File: src/rtl/doodle_sprite_renderer_if.sv
// doodle_sprite_renderer_if: scan, sprite-state, ROM and pixel-output signals of the sprite renderer
interface doodle_sprite_renderer_if #(parameter int ADDR_W = 16);
  logic              frame_start;
  logic [9:0]        sprite_x;
  logic [9:0]        sprite_y;
  logic              facing_left;
  logic              pixel_valid;
  logic [9:0]        DrawX;
  logic [9:0]        DrawY;
  logic [ADDR_W-1:0] rom_address;
  logic [7:0]        rom_data;
  logic              out_valid;
  logic              sprite_on;
  logic [7:0]        red;
  logic [7:0]        green;
  logic [7:0]        blue;
  modport master (
    output frame_start, sprite_x, sprite_y, facing_left, pixel_valid, DrawX, DrawY, rom_data,
    input  rom_address, out_valid, sprite_on, red, green, blue
  );
  modport slave (
    input  frame_start, sprite_x, sprite_y, facing_left, pixel_valid, DrawX, DrawY, rom_data,
    output rom_address, out_valid, sprite_on, red, green, blue
  );
endinterface

File: src/rtl/doodle_sprite_renderer.sv
// doodle_sprite_renderer: scan-to-ROM address generation, ROM latency alignment and palette lookup for the doodle sprite.
// Define SPRITE_FLIP_EN to enable horizontal mirroring via facing_left.
module doodle_sprite_renderer #(
  parameter int W      = 32,
  parameter int H      = 32,
  parameter int ADDR_W = 16
) (
  input logic Clk,
  input logic Reset,
  doodle_sprite_renderer_if.slave bus
);
  logic [9:0]  lx, ly;
  logic        hit, hit_a, valid_a, hit_b, valid_b, opaque;
  logic [10:0] x11, y11, lx11, ly11, ox, oy, col;
  logic [3:0]  idx;
  logic [23:0] rgb;
`ifdef SPRITE_FLIP_EN
  logic        lf;
`endif
  always_comb begin
    x11    = {1'b0, bus.DrawX};
    y11    = {1'b0, bus.DrawY};
    lx11   = {1'b0, lx};
    ly11   = {1'b0, ly};
    ox     = x11 - lx11;
    oy     = y11 - ly11;
    // 11-bit bounds so a sprite hanging past column 1023 never wraps onto column 0
    hit    = bus.pixel_valid && x11 >= lx11 && x11 < lx11 + 11'(W) && y11 >= ly11 && y11 < ly11 + 11'(H);
`ifdef SPRITE_FLIP_EN
    col    = lf ? 11'(W - 1) - ox : ox;
`else
    col    = ox;
`endif
    idx    = bus.rom_data[3:0];
    opaque = hit_b && idx != 4'd0;
    rgb    = idx == 4'd1 ? 24'h000000 :
             idx == 4'd2 ? 24'hD2E063 :
             idx == 4'd3 ? 24'h8FA83A :
             idx == 4'd4 ? 24'hFFFFFF :
             idx == 4'd5 ? 24'hF4C542 : 24'h808080;
  end
  always_ff @(posedge Clk) begin
    if (Reset) begin
      lx              <= '0;
      ly              <= '0;
`ifdef SPRITE_FLIP_EN
      lf              <= 1'b0;
`endif
      bus.rom_address <= '0;
      hit_a           <= 1'b0;
      valid_a         <= 1'b0;
      hit_b           <= 1'b0;
      valid_b         <= 1'b0;
      bus.out_valid   <= 1'b0;
      bus.sprite_on   <= 1'b0;
      bus.red         <= '0;
      bus.green       <= '0;
      bus.blue        <= '0;
    end else begin
      if (bus.frame_start) begin
        lx <= bus.sprite_x;
        ly <= bus.sprite_y;
`ifdef SPRITE_FLIP_EN
        lf <= bus.facing_left;
`endif
      end
      bus.rom_address                 <= hit ? ADDR_W'(oy) * ADDR_W'(W) + ADDR_W'(col) : '0;
      hit_a                           <= hit;
      valid_a                         <= bus.pixel_valid;
      hit_b                           <= hit_a;
      valid_b                         <= valid_a;
      bus.out_valid                   <= valid_b;
      bus.sprite_on                   <= opaque;
      {bus.red, bus.green, bus.blue}  <= opaque ? rgb : 24'h0;
    end
  end
endmodule

File: src/flat_wrapper.sv
// flat-port wrapper written by rule: the top's interface ports become plain ports
module doodle_sprite_renderer_flat 
#(
  parameter int W      = 32,
  parameter int H      = 32,
  parameter int ADDR_W = 16
)
  (Clk, Reset, bus_frame_start, bus_sprite_x, bus_sprite_y, bus_facing_left, bus_pixel_valid, bus_DrawX, bus_DrawY, bus_rom_data, bus_rom_address, bus_out_valid, bus_sprite_on, bus_red, bus_green, bus_blue);
  doodle_sprite_renderer_if #(.ADDR_W(ADDR_W)) bus_i ();
  input logic Clk;
  input logic Reset;
  input wire logic [$bits(bus_i.frame_start)-1:0] bus_frame_start;
  input wire logic [$bits(bus_i.sprite_x)-1:0] bus_sprite_x;
  input wire logic [$bits(bus_i.sprite_y)-1:0] bus_sprite_y;
  input wire logic [$bits(bus_i.facing_left)-1:0] bus_facing_left;
  input wire logic [$bits(bus_i.pixel_valid)-1:0] bus_pixel_valid;
  input wire logic [$bits(bus_i.DrawX)-1:0] bus_DrawX;
  input wire logic [$bits(bus_i.DrawY)-1:0] bus_DrawY;
  input wire logic [$bits(bus_i.rom_data)-1:0] bus_rom_data;
  output wire logic [$bits(bus_i.rom_address)-1:0] bus_rom_address;
  output wire logic [$bits(bus_i.out_valid)-1:0] bus_out_valid;
  output wire logic [$bits(bus_i.sprite_on)-1:0] bus_sprite_on;
  output wire logic [$bits(bus_i.red)-1:0] bus_red;
  output wire logic [$bits(bus_i.green)-1:0] bus_green;
  output wire logic [$bits(bus_i.blue)-1:0] bus_blue;
  assign bus_i.frame_start = bus_frame_start;
  assign bus_i.sprite_x = bus_sprite_x;
  assign bus_i.sprite_y = bus_sprite_y;
  assign bus_i.facing_left = bus_facing_left;
  assign bus_i.pixel_valid = bus_pixel_valid;
  assign bus_i.DrawX = bus_DrawX;
  assign bus_i.DrawY = bus_DrawY;
  assign bus_i.rom_data = bus_rom_data;
  assign bus_rom_address = bus_i.rom_address;
  assign bus_out_valid = bus_i.out_valid;
  assign bus_sprite_on = bus_i.sprite_on;
  assign bus_red = bus_i.red;
  assign bus_green = bus_i.green;
  assign bus_blue = bus_i.blue;
  doodle_sprite_renderer #(.W(W), .H(H), .ADDR_W(ADDR_W)) u_core (.Clk(Clk), .Reset(Reset), .bus(bus_i));
endmodule
File: config.mk
export PLATFORM = sky130hd
export DESIGN_NAME = doodle_sprite_renderer_flat
export DESIGN_NICKNAME = d
export VERILOG_FILES = /design/src/rtl/doodle_sprite_renderer_if.sv /design/src/rtl/doodle_sprite_renderer.sv /design/src/flat_wrapper.sv
export SDC_FILE = /design/constraint.sdc
export NUM_CORES = 1
export LEC_CHECK = 0
export CAP_MARGIN = 20
export CORE_ASPECT_RATIO = 1.2
export CORE_UTILIZATION = 50
export CTS_BUF_LIST = sky130_fd_sc_hd__clkbuf_8
export DETAILED_ROUTE_END_ITERATION = 7
export GPL_TIMING_DRIVEN = 0
export PLACE_DENSITY_LB_ADDON = 0.25
export SYNTH_ARGS = -nofsm -noshare
export SYNTH_HDL_FRONTEND = slang
export SYNTH_SLANG_ARGS = --single-unit
File: constraint.sdc
create_clock -name Clk -period 4.8 [get_ports Clk]
set_clock_uncertainty 0.15 [all_clocks]
set_input_delay 0.72 -clock Clk [delete_from_list [all_inputs] [get_ports Clk]]
set_output_delay 0.72 -clock Clk [all_outputs]
set_load 0.05 [all_outputs]
==> flow_summary_export.csv, run 1 <==
group,metric,value,unit
status,status,"finished clean",
clocking,cts.sinks,52,
synthesis,synthTopCellsByCount,"dfxtp_1 (52), inv_1 (42), nor2_1 (42)",
place,gp_congestion,0.851,
synthesis,yosysTopAreaCell,"dfxtp_1",
timing,setup_tns,0,ns
power_and_ir_drop,ir_drop,0.000232,V
synthesis,synth_fa_ha_area_share,16.3,%
clocking,cts_tree,"yes",
grt,top_usage_layer,"met2",
grt,grtUsageMet3,3.13,%
synthesis,synthCells,380,
timing,fmax,220,MHz
grt,grt_pass1_wl,11.6,mm
drt,vias,2876,
cells_and_area,drive_gt1_share,7.14,%
cells_and_area,syn2layout_area_growth,33.7,%
drt,wirelength,6.74,mm
grt,grt_max_degree,18,
timing,slew_headroom,50.6,%
grt,grt_pass1_vias,2768,
synthesis,ys.warnings.count,0,
synthesis,yosys-top-cells-area,"dfxtp_1 (32%), ha_1 (14%), mux2i_1 (6.1%)",
synthesis,synth_top_family_by_area,"adder cells",
cells_and_area,final_cells,561,
clocking,clock_tree.root_cell,"clkbuf_8",
clocking,htree_levels,2,
synthesis,async_flop_share,0,%
grt,met2_usage,36.3,%
synthesis,synth-xor-area-share,5.86,%
synthesis,synth_most_common_cell,"dfxtp_1",
grt,grt_util_met1,23.7,%
clocking,cts_buffer_depth,2,
die,initial_utilization,51.3,%
synthesis,synth_ff_type,"dfxtp_1",
grt,groute.usage.overall,20.5,%
synthesis,netlist.area_leader.share,31.7,%
grt,antenna_found_initial,0,
place,dp_hpwl,5.61,mm
drt,ant_nets,0,
cells_and_area,nets,569,
die,ios,95,
critical_path,worstPathRequired,4.88,ns
synthesis,synthSimpleGateAreaFrac,15.1,%
critical_path,worstSetupStartpointType,"input pin",
place,portBuffers,88,
timing,fin_crit_sh,94.6,%
drt,wl_per_cell,12.0,microns
power_and_ir_drop,power,1.14,mW
critical_path,arrival,4.62,ns
synthesis,yosysSeqAreaShare,31.7,%
cells_and_area,diodes,0,
cells_and_area,final_area,0.00440,sq mm
clocking,cts-resized-gates,0,
die,die_w,76.0,microns
synthesis,synthesis.nets,474,
clocking,hold_buffers,0,
drt,vias_per_cell,5.13,
drt,route.detailed.drc,0,
critical_path,end_kind,"register",
timing,final_hold_viol_count,0,
hold_path,worstHoldPathType,"reg -> reg",
clocking,clock_latency,0.31,ns
power_and_ir_drop,power_density,260,mW/mm^2
timing,fin_crit,4.54,ns
grt,overflow,0,
power_and_ir_drop,p_leak,1.88,nW
clocking,clkTransAtPathRegs,0.09,ns
timing,slew_violations,0,
drt,first_pass_iters,4,
synthesis,ys_types,49,
place,place_inst,553,
clocking,post_cts.repair.setup_buffers,0,
die,dieArea,0.00691,sq mm
place,place_area,0.00428,sq mm
clocking,numCtsBuffers,5,
synthesis,synth-seq-cells,52,
die,fp.coreArea,0.00641,sq mm
die,die_h,90.8,microns
synthesis,synth_area,0.00329,sq mm
timing,worst_slew_pin_slew,0.740,ns
critical_path,path_max_fanout,3,
critical_path,crit_type,"in -> reg",
die,num_rows,32,
synthesis,synth_compound_area_share,15.9,%
job,maxCapViolations,0,
timing,finalSetupViolations,0,
synthesis,syn_avg_cell_area,8.65,sq um
synthesis,synth_edf_count,0,
synthesis,synthMuxAreaShare,6.09,%
drt,drt_iter0_drc,135,
## power by group
part	switching, mW	internal, mW
sequential	0.00898	0.445
clock	0.147	0.158
combinational	0.200	0.183
total	0.357	0.786
## through the flow
stage	hold WS, ns	util [%]	setup slack, ns
2_1_floorplan	0.264	-	0.669
3_3_place_gp	0.267	66.7	-0.0445
3_5_place_dp	0.278	66.7	-0.105
4_1_cts	0.303	68.5	0.191
5_1_grt	0.315	68.6	-0.00135
6_report	0.298	68.6	0.261
## layer usage
metal / vias up / share of wire, % / wire length, microns
met1: 1293 / 43 / 2880
li1: 1478 / - / -
met3: 18 / 4.5 / 303
met5: - / 0 / 0
met4: 0 / 3.1 / 209
met2: 87 / 50 / 3340
## area by class of cell
| cell class | instances | area, sq um |
|---|---|---|
| Sequential cell | 52 | 1040 |
| Tap cell | 85 | 106 |
| Timing Repair Buffer | 88 | 881 |
| Buffer | 21 | 141 |
| Clock inverter | 3 | 46.3 |
| Clock buffer | 5 | 68.8 |
| Multi-Input combinational cell | 265 | 1950 |
| Fill cell | 545 | 2010 |
| Inverter | 42 | 158 |
## path summary, 6_finish.rpt
| kind | from | endpoint | slack (ns) | cells past startpoint |
|---|---|---|---|---|
| setup reg to reg | u_core.lx[0] | u_core.bus.rom_address[15] | 0.78 | 17 |
| hold reg to reg | u_core.valid_b | u_core.bus.out_valid | 0.30 | 1 |
| hold / removal | u_core.valid_b | u_core.bus.out_valid | 0.30 | 1 |
| setup / recovery | bus_DrawX[0] | u_core.bus.rom_address[15] | 0.26 | 19 |
## cell usage in the layout (no fill, tap or decap), types with 2 or more instances in the layout
cell type / count
a211oi_1: 6
a21o_1: 8
a21oi_1: 23
and3_1: 2
buf_2: 2
buf_4: 14
clkbuf_1: 4
clkbuf_8: 5
clkdlybuf4s50_1: 88
dfxtp_1: 52
fa_1: 3
ha_1: 38
inv_1: 42
mux2i_1: 20
nand2_1: 11
nand2b_1: 7
nand3_1: 14
nand4_1: 2
nor2_1: 42
nor2b_1: 7
nor3_1: 7
nor3b_1: 2
o21a_1: 5
o21ai_0: 18
o31a_1: 2
o31ai_1: 2
xnor2_1: 16
xor2_1: 6
## worst max-delay path, cell delays in order
cell	delay (ns)
clkdlybuf4s50_1	0.40
inv_1	0.06
ha_1	0.20
inv_1	0.08
fa_1	0.41
a21o_1	0.17
a21o_1	0.19
a21o_1	0.18
a21oi_1	0.22
xnor2_1	0.18
inv_1	0.09
fa_1	0.46
nor2b_2	0.18
o31a_1	0.17
o21ai_0	0.14
a21oi_2	0.20
nand3_1	0.11
or3_1	0.32
a21oi_1	0.14
## flip-flops by register name, summed over array words and instances, names as in the netlist
name / flops
u_core.hit_b: 1
u_core.bus.blue: 6
u_core.valid_a: 1
u_core.bus.sprite_on: 1
u_core.hit_a: 1
u_core.ly: 10
u_core.bus.green: 3
u_core.lx: 10
u_core.bus.out_valid: 1
u_core.bus.red: 1
u_core.bus.rom_address: 16
u_core.valid_b: 1
## cells by family after synthesis
family	Yosys count
adders and majority gates	41
and+or+nand+nor	102
AOI/OAI and AO/OA	80
buffers and inverters	63
xor gates and xnor gates	22
DFF	52
muxes	20
Note: power is estimated with default switching activity, not from simulation.
==> inputs of run 2 (changes only) <==
CORE_MARGIN = 2   (was not set)
SLEW_MARGIN = 20   (was not set)
==> run 2 against run 1 <==
Against the previous run:
- sequential power about the same
- final cell count is the same
- cell area is 0.37% lower
- sequential share of layout area grew 0.088 points
- global-route usage is 0.81 points lower
- combinational power about the same
- via count decreased by 1.5%
- flip-flop and latch count did not move
==> flow_summary_export.csv, run 2 (synthesized netlist as in run 1, its figures left out) <==
group,metric,value,unit
clocking,clkTransAtPathRegs,0.10,ns
critical_path,end_kind,"register",
critical_path,r2r-end,"u_core.bus.rom_address[15]",
critical_path,worstPathBufferInverterCount,4,
drt,vias_per_cell,5.05,
hold_path,min_to,"u_core.bus.out_valid",
timing,finalSetupViolations,0,
clocking,cts.sinks,52,
die,fp.coreArea,0.00641,sq mm
timing,fmax,222,MHz
grt,grt_max_degree,19,
critical_path,worstSetupStartpointType,"input pin",
timing,setup_tns,0,ns
cells_and_area,largest_register_ffs,16,
timing,fin_crit,4.51,ns
grt,groute.usage.overall,19.7,%
drt,first_pass_iters,4,
timing,slew_violations,0,
clocking,clock_latency,0.31,ns
timing,fin_crit_sh,93.9,%
power_and_ir_drop,p_leak,1.87,nW
clocking,cts_buffer_depth,2,
hold_path,hold_depth,1,
cells_and_area,layout_commonest_cell,"clkdlybuf4s50_1",
status,status,"finished clean",
grt,grt_pass1_vias,2727,
drt,ant_nets,0,
critical_path,crit_type,"in -> reg",
cells_and_area,nets,569,
die,die_w,78.0,microns
drt,drt_iter0_drc,101,
hold_path,min_from,"u_core.valid_b",
cells_and_area,syn2layout_area_growth,33.2,%
timing,setup_ws,0.293,ns
critical_path,path_cells,"clkdlybuf4s50_1 > inv_1 > ha_1 > inv_1 > fa_1 > a21o_1 > a21o_1 > a21o_1 > a21oi_2 > xnor2_1 > inv_1 > fa_1 > nor2b_2 > o31a_1 > o21ai_0 > a21oi_2 > nand3_1 > or3_1 > a21oi_1",
critical_path,r2r-start,"u_core.lx[0]",
clocking,post_cts.repair.setup_buffers,0,
critical_path,critPathMaxStageDelay,0.45,ns
timing,rsz0062_at_grt,"false",
grt,antenna_found_initial,0,
critical_path,crit_path_start,"bus_DrawX[0]",
place,dp_hpwl,5.84,mm
grt,grt_pass1_wl,11.6,mm
critical_path,reg2reg_depth,17,
critical_path,arrival,4.59,ns
die,dieArea,0.00724,sq mm
grt,overflow,0,
cells_and_area,regMostFlops,"u_core.bus.rom_address",
critical_path,path_max_fanout,3,
timing,final_hold_viol_count,0,
cells_and_area,diodes,0,
die,initial_utilization,51.3,%
cells_and_area,layout_common_cells,"clkdlybuf4s50_1 (88), dfxtp_1 (52), inv_1 (42), nor2_1 (42), ha_1 (38)",
critical_path,worstPathRequired,4.88,ns
die,die_h,92.8,microns
cells_and_area,fill_cells,530,
place,gp_congestion,0.856,
timing,slew_headroom,52.1,%
critical_path,crit_family,"compound AO/OA/AOI/OAI gates",
place,portBuffers,88,
power_and_ir_drop,ir_drop,0.000140,V
place,place_area,0.00428,sq mm
hold_path,worstHoldPathType,"reg -> reg",
cells_and_area,drive_gt1_share,7.35,%
die,num_rows,32,
cells_and_area,reg_top3,"u_core.bus.rom_address (16), u_core.lx (10), u_core.ly (10)",
clocking,clock_tree.root_cell,"clkbuf_8",
drt,route.detailed.drc,0,
place,pre_cts_slack,-0.140,ns
drt,wl_per_cell,12.5,microns
cells_and_area,final_area,0.00438,sq mm
clocking,cts-resized-gates,0,
drt,wirelength,6.99,mm
clocking,hold_buffers,0,
critical_path,ff2ff_setup_slack,0.80,ns
clocking,numCtsBuffers,5,
job,maxCapViolations,0,
timing,worst_slew_pin_slew,0.719,ns
critical_path,slowest_stage,"fa_1",
power_and_ir_drop,power_density,251,mW/mm^2
drt,vias,2833,
clocking,cts_tree,"yes",
die,ios,95,
clocking,htree_levels,2,
-- run 2: cell types whose count changed in the layout (fill, tap and decap cells not counted) --
cell        before  now
clkinvlp_4       0    2
a21oi_2          1    2
bufinv_16        1    0
a21oi_1         23   22
clkinv_2         1    0
-- run 2: metal layers --
| layer | up-vias | track usage [%] | routed length, microns |
|---|---|---|---|
| met5 | - | 0 | 0 |
| met4 | 0 | 7.89 | 146 |
| met3 | 15 | 3.70 | 337 |
| met2 | 94 | 36.4 | 3510 |
| met1 | 1251 | 21.9 | 2990 |
| li1 | 1473 | - | - |
-- run 2: where the power goes --
part | total [mW] | internal, mW | switching [mW]
combinational | 0.384 | 0.183 | 0.201
clock | 0.260 | 0.106 | 0.154
sequential | 0.454 | 0.445 | 0.00887
-- run 2: cell type report --
type / instances / area [sq um] / share of cell area [%]
inverter: 42 / 158 / 3.60
multi-input combinational: 265 / 1960 / 44.7
buffer: 21 / 141 / 3.23
timing repair buffer: 88 / 881 / 20.1
sequential: 52 / 1040 / 23.8
clock buffer: 5 / 68.8 / 1.57
tap: 85 / 106 / 2.43
clock inverter: 3 / 26.3 / 0.600
-- run 2: per-stage QoR --
| stage | std cells | power [mW] | hold WS, ns | util (%) |
|---|---|---|---|---|
| after global routing | 561 | 1.18 | 0.327 | 68.4 |
| after floorplan | 380 | 0.737 | 0.264 | - |
| after CTS | 561 | 1.10 | 0.301 | 68.2 |
| final | 561 | 1.10 | 0.300 | 68.4 |
| after detailed placement | 553 | 0.841 | 0.278 | 66.7 |
| after global placement | 553 | 0.828 | 0.266 | 66.7 |
-- run 2: worst register-to-register path, delay by kind of cell, from the launching register on --
| kind | cells | cell delay (ns) |
|---|---|---|
| compound gates | 8 | 1.42 |
| fa+ha+maj | 3 | 1.05 |
| simple gates | 3 | 0.62 |
| flops | 1 | 0.34 |
| xor+xnor | 1 | 0.17 |
| buf+inv | 2 | 0.16 |
-- run 2: worst max path at each step --
stage | end | slack (ns) | cells past startpoint
final | u_core.bus.rom_address[15] | 0.29 | 19
after global routing | u_core.bus.rom_address[15] | 0.05 | 19
after CTS | u_core.bus.rom_address[15] | 0.17 | 19
after detailed placement | u_core.bus.rom_address[15] | -0.14 | 19
after global placement | u_core.bus.rom_address[15] | -0.05 | 19
after floorplan | u_core.bus.rom_address[15] | 0.67 | 18
==> inputs of run 3 (changes only) <==
CAP_MARGIN = not set   (was 20)
SKIP_CTS_REPAIR_TIMING = 1   (was not set)
==> results of run 3 <==
The final DEF is identical to that of run 2; final timing and power are the same.
